==> src/rtl/fsm_state_recorder_if.sv <==
// Read-port bundle for the state recorder FIFO: valid/ready handshake plus the record.
interface fsm_state_recorder_if #(
    parameter int TS_W = 12
);
    logic              rd_valid;
    logic              rd_ready;
    logic [9+TS_W-1:0] rd_data;

    modport master (output rd_valid, output rd_data, input rd_ready);
    modport slave  (input rd_valid, input rd_data, output rd_ready);
endinterface

==> src/rtl/fsm_state_recorder.sv <==
// Passive observer of the sequence controller: timestamps every state change into a FIFO.
// Optional y1 rising-edge counter is built only when FSM_REC_Y1CNT_EN is defined.
module fsm_state_recorder #(
    parameter int DEPTH = 8,
    parameter int TS_W  = 12
) (
    input  logic                       clk,
    input  logic                       rst_n,
    input  logic [3:0]                 state_in,
    input  logic                       y1_in,
    input  logic                       clear,
    fsm_state_recorder_if.master       rd,
    output logic [$clog2(DEPTH):0]     count,
    output logic                       overflow,
    output logic [7:0]                 y1_count
);
    localparam int AW = $clog2(DEPTH);
    localparam int CW = AW + 1;
    localparam int DW = 9 + TS_W;

    logic [3:0]    prev_q;
    logic [TS_W-1:0] ts_q;
    logic [AW-1:0] wr_ptr;
    logic [AW-1:0] rd_ptr;
    logic [DW-1:0] mem [DEPTH];

    logic state_event;
    logic full;
    logic pop;
    logic push;

    assign state_event = (state_in != prev_q);
    assign full        = (count == CW'(DEPTH));
    assign pop         = rd.rd_valid && rd.rd_ready;
    // A pop in the same cycle frees the slot, so a full FIFO can still accept.
    assign push        = state_event && (!full || pop);

    assign rd.rd_valid = (count != '0);
    assign rd.rd_data  = (count != '0) ? mem[rd_ptr] : '0;

    always_ff @(posedge clk or negedge rst_n) begin
        if (!rst_n) begin
            prev_q   <= '0;
            ts_q     <= '0;
            wr_ptr   <= '0;
            rd_ptr   <= '0;
            count    <= '0;
            overflow <= 1'b0;
        end else begin
            prev_q <= state_in;
            if (clear) begin
                ts_q     <= '0;
                wr_ptr   <= '0;
                rd_ptr   <= '0;
                count    <= '0;
                overflow <= 1'b0;
            end else begin
                ts_q <= ts_q + 1'b1;
                if (push) wr_ptr <= wr_ptr + 1'b1;
                if (pop)  rd_ptr <= rd_ptr + 1'b1;
                count <= count + CW'(push) - CW'(pop);
                if (state_event && !push) overflow <= 1'b1;
            end
        end
    end

    always_ff @(posedge clk) begin
        if (push && !clear) mem[wr_ptr] <= {prev_q, state_in, y1_in, ts_q};
    end

`ifdef FSM_REC_Y1CNT_EN
    logic       y1_prev;
    logic [7:0] y1_cnt_q;

    always_ff @(posedge clk or negedge rst_n) begin
        if (!rst_n) begin
            y1_prev  <= 1'b0;
            y1_cnt_q <= '0;
        end else begin
            y1_prev <= y1_in;
            if (clear)
                y1_cnt_q <= '0;
            else if (y1_in && !y1_prev && y1_cnt_q != 8'hFF)
                y1_cnt_q <= y1_cnt_q + 8'd1;
        end
    end

    assign y1_count = y1_cnt_q;
`else
    assign y1_count = '0;
`endif
endmodule

==> src/flat_wrapper.sv <==
// flat-port wrapper written by rule: the top's interface ports become plain ports
module fsm_state_recorder_flat 
#(
    parameter int DEPTH = 8,
    parameter int TS_W  = 12
)
  (clk, rst_n, state_in, y1_in, clear, count, overflow, y1_count, rd_rd_valid, rd_rd_data, rd_rd_ready);
  fsm_state_recorder_if #(.TS_W(TS_W)) rd_i ();
  input  logic clk;
  input  logic rst_n;
  input  logic [3:0] state_in;
  input  logic y1_in;
  input  logic clear;
  output logic [$clog2(DEPTH):0] count;
  output logic overflow;
  output logic [7:0] y1_count;
  output wire logic [$bits(rd_i.rd_valid)-1:0] rd_rd_valid;
  output wire logic [$bits(rd_i.rd_data)-1:0] rd_rd_data;
  input wire logic [$bits(rd_i.rd_ready)-1:0] rd_rd_ready;
  assign rd_rd_valid = rd_i.rd_valid;
  assign rd_rd_data = rd_i.rd_data;
  assign rd_i.rd_ready = rd_rd_ready;
  fsm_state_recorder #(.DEPTH(DEPTH), .TS_W(TS_W)) u_core (.clk(clk), .rst_n(rst_n), .state_in(state_in), .y1_in(y1_in), .clear(clear), .rd(rd_i), .count(count), .overflow(overflow), .y1_count(y1_count));
endmodule
==> config.mk <==
export PLATFORM = sky130hd
export DESIGN_NAME = fsm_state_recorder_flat
export DESIGN_NICKNAME = d
export VERILOG_FILES = /design/src/rtl/fsm_state_recorder_if.sv /design/src/rtl/fsm_state_recorder.sv /design/src/flat_wrapper.sv
export SDC_FILE = /design/constraint.sdc
export NUM_CORES = 1
export LEC_CHECK = 0
export ABC_AREA = 1
export ABC_CLOCK_PERIOD_IN_PS = 4900
export CAP_MARGIN = 20
export CORE_AREA = 8 8 184 116
export DETAILED_ROUTE_END_ITERATION = 8
export DIE_AREA = 0 0 192 124
export MAX_ROUTING_LAYER = met4
export PLACE_DENSITY_LB_ADDON = 0.3
export SLEW_MARGIN = 25
export SYNTH_ARGS = -nofsm -noshare
export SYNTH_HDL_FRONTEND = slang
export SYNTH_SLANG_ARGS = --single-unit
==> constraint.sdc <==
create_clock -name clk -period 4.9 [get_ports clk]
set_clock_uncertainty 0.2 [all_clocks]
set_input_delay 1.47 -clock clk [delete_from_list [all_inputs] [get_ports clk]]
set_output_delay 1.47 -clock clk [all_outputs]
set_load 0.005 [all_outputs]
==> results list <==
* Largest fanout of any net on the critical path: 22
- Compared with the post-synthesis result, the final layout area differs by 14.3%.
- The H-tree generated during clock tree synthesis spans 4 levels.
- Port buffering added 35 buffers.
- The netlist uses 26 different library cells.
* Largest stage delay on the critical path: 0.63 ns
- In this run the count of I/O pins placed on the die edge is 44.
- Overall overflow remaining after global route: 0
* Die X-Extent: 192 µm
- Via density per instance: 5.18
- TritonCTS built the clock tree.
- Areal power density over the cells: 507 mW/mm²
- After floorplanning, the core was divided into 39 placement rows.
- Slew @ Worst Pin: 0.875 ns
- RSZ-0062 raised after global routing: no
- Sum of routed wire length over all layers: 18,500 µm
- The tightest min-delay check is of the reg -> reg type.
- Mux share of post-synthesis cell area: 0%
* Post-CTS repair timing setup buffer count: 0
* Diodes inserted: 0
* Basic-gate share of the synthesized area counting and, or, nand and nor cells: 15.6%
- Counting stages on the worst path, the most repeated cell is nor2_1.
* Cells along the critical path: inv_1 > buf_4 > nor2_1 > o21ai_1 > nand3_1 > nand2_1 > nor2_1 > clkdlybuf4s50_1
* Setup Crit Path Kind: reg -> out
- In this run the tightest slew margin relative to its limit is 41.7%.
- Critical Path AT: 2.76 ns
- The slowest stage of the critical path belongs to the cell dfrtp_2.
- Number of CTS-inserted buffers: 17
- Starting Density: 44.0%
- Registers take 0.00572 mm².
- Max-cap violations in this run came to 0.
- The run finished with clean final reports.
* Parity-gate share of the synthesized area counting xor and xnor cells: 0.214%
- Net total in the final layout: 793
- Summing the areas of all compound-gate instances in the mapped netlist gives 7.48% of the synthesized area.
- Adder and majority cell fraction of the synthesized area: 1.62%
- The initial antenna violation count came to 0.
- The congestion estimate from routability-driven global placement came to 0.813.
* Vert. Die Dim: 124 µm
- Number of iterations in the first detailed-routing pass: 5
* Setup crit end kind: primary output
* Source-to-sink clock delay at the later pin of the worst-skew pair: 0.43 ns
- Leaving out filler cells and counting taps, the final layout contains 1,033.
* Final-report hold violation count: 0
* Number of global-route vias before repair: 5,319
- For the worst setup path, the data required time is 3.23 ns.
- Core ar.: 0.0186 mm²
* Synthesized area: 0.00819 mm²
- Worst IR Drop VDD: 0.274 mV
- Syn Area/Cell: 11.1 µm²
- Counting along the longest clock path gives a buffer depth of 2.
* Drt wl/cell: 17.9 µm
* Peak Freq: 0.226 GHz
* Post-route fraction of the period consumed by the critical path: 90.4%
- The layout has 1,634 filler cells.
- The number of max-slew violations in the final report came to 0.
* Setup Viol. Count Final: 0
- Number of warnings issued by yosys: 0
* Critical Path Source Type: flip-flop
- PostCTS Resize Cnt: 0
* Die footprint: 0.0238 mm²
- Total number of clock tree sinks: 195
* Setup total negative slack: 0 ns
* Pleak: 0.00350 µW
- Fraction of layout instances using a drive strength above 1: 7.75%
- Synthesized instance count: 739
- Min Clock Period, post-route: 4.43 ns
- Total Routing Usage GR: 16.9%
- Clock-pin slew was measured on the worst setup and hold paths at 0.07 ns.
- For this run, design rule violations remaining after detail routing come to 0.
- Largest family of logic cells by synthesized area: simple AND/OR/NAND/NOR gates
- DP Cell Count: 1,001
- The HPWL after detailed placement is 11,000 µm.
* Count of hold-fix buffers inserted at cts: 0
- 1st-iter DRT viols: 546
* Maximum number of pins on one net before global-route repair: 86
- Flop and latch count out of synthesis: 195
* Number of vias in the routed layout: 5,356
- Global-route wire length before repair: 29,500 µm
- Antenna-violating nets left: 0
* Area of the multi-input gates: 0.00209 mm²
- For this run, the register share of the synthesized area comes to 69.8%.
- The tree is rooted in a clkbuf_16.
==> per-layer routing <==
layer,global-route usage (%),wire (µm)
met2,25.2,8280
met4,5.09,355
met1,22.8,8830
met5,-,0
met3,3.97,1050
==> sequential cells by signal, summed over array words and instances, names as in the netlist <==
signal           count
u_core.overflow      1
u_core.rd_ptr        3
u_core.prev_q        4
u_core.wr_ptr        3
u_core.mem         168
u_core.count         4
u_core.ts_q         12
==> power breakdown <==
group / leakage (µW) / switching (µW) / internal [µW]
Clock: 0.000257 / 597 / 695
Combinational: 0.00133 / 830 / 588
Sequential: 0.00192 / 83.2 / 1950
Total: 0.00350 / 1510 / 3230
==> layout by cell type (no fill, tap or decap), types with 15 or more instances in the layout <==
cell type,Yosys,layout
buf_4,11,15
clkbuf_16,0,17
clkdlybuf4s50_1,0,35
dfrtp_1,27,25
edfxtp_1,168,168
inv_1,39,39
nand2_1,59,59
nand3_1,34,34
nor2_1,223,215
o21ai_0,46,46
o21ai_1,66,66
==> through the flow <==
| stage | total power [µW] | utilization, % | setup WS (ns) | cell area (µm²) | hold WS [ns] |
|---|---|---|---|---|---|
| floorplan | 2880 | - | 1.44 | 8220 | 0.316 |
| global placement | 3480 | 47.3 | 0.844 | 8820 | 0.319 |
| detailed placement | 3510 | 47.3 | 0.749 | 8820 | 0.328 |
| CTS | 4790 | 50.2 | 0.438 | 9360 | 0.349 |
| global route | 5040 | 50.2 | 0.244 | 9360 | 0.366 |
| finish | 4750 | 50.2 | 0.469 | 9360 | 0.345 |
==> cell usage after synthesis <==
cell type / instances / area [µm²]
buf_6: 7 / 78.8
nand3_2: 1 / 10.0
fa_1: 1 / 20.0
nand2_2: 1 / 6.26
o21ai_1: 66 / 330
nand3_1: 34 / 170
ha_1: 9 / 113
nor2_1: 223 / 837
inv_1: 39 / 146
inv_2: 1 / 3.75
o21ai_0: 46 / 230
a21oi_1: 9 / 45.0
buf_2: 10 / 50.1
xnor2_1: 1 / 8.76
buf_4: 11 / 82.6
xor2_1: 1 / 8.76
nor3b_1: 1 / 7.51
buf_1: 4 / 15.0
dfrtp_1: 27 / 676
nand2_1: 59 / 221
nor3_1: 2 / 10.0
conb_1: 1 / 3.75
clkbuf_1: 13 / 48.8
nand4_1: 3 / 18.8
edfxtp_1: 168 / 5040
a211oi_1: 1 / 7.51
==> path summary, 6_finish.rpt <==
check	cells past startpoint	slack, ns	end	start
min	2	0.34	u_core.overflow	u_core.overflow
min in group asynchronous	2	1.21	u_core.ts_q[7]	rst_n
max in group asynchronous	2	3.00	u_core.rd_ptr[0]	rst_n
max	8	0.47	rd_rd_data[7]	u_core.rd_ptr[1]
max reg2reg	9	2.13	u_core.mem[3][1]	u_core.count[2]
min reg2reg	2	0.34	u_core.overflow	u_core.overflow
==> worst max-delay path: cells and delay by family (launching register included) <==
family	cells	cell delay, ns
flops	1	0.63
compound gates	1	0.07
buf+inv	3	1.16
simple gates	4	0.46
==> logic make-up (layout without fill, tap and decap cells) <==
kind of cell	after synthesis	in the layout
AO/OA/AOI/OAI	122	122
XOR/XNOR	2	2
adder cells (fa/ha/maj)	10	10
buffers and inverters	85	126
flip-flops	195	195
other	1	8
AND/OR/NAND/NOR	324	324
==> area by class of cell <==
cell class                      instances  share of cell area, %
Tap cell                              246                   3.29
Inverter                               40                   1.60
Multi-Input combinational cell        466                   22.4
Timing Repair Buffer                   54                   5.80
Sequential cell                       195                   61.1
Clock inverter                         14                   1.23
Clock buffer                           18                   4.58
Note: power is estimated with default switching activity, not from simulation.
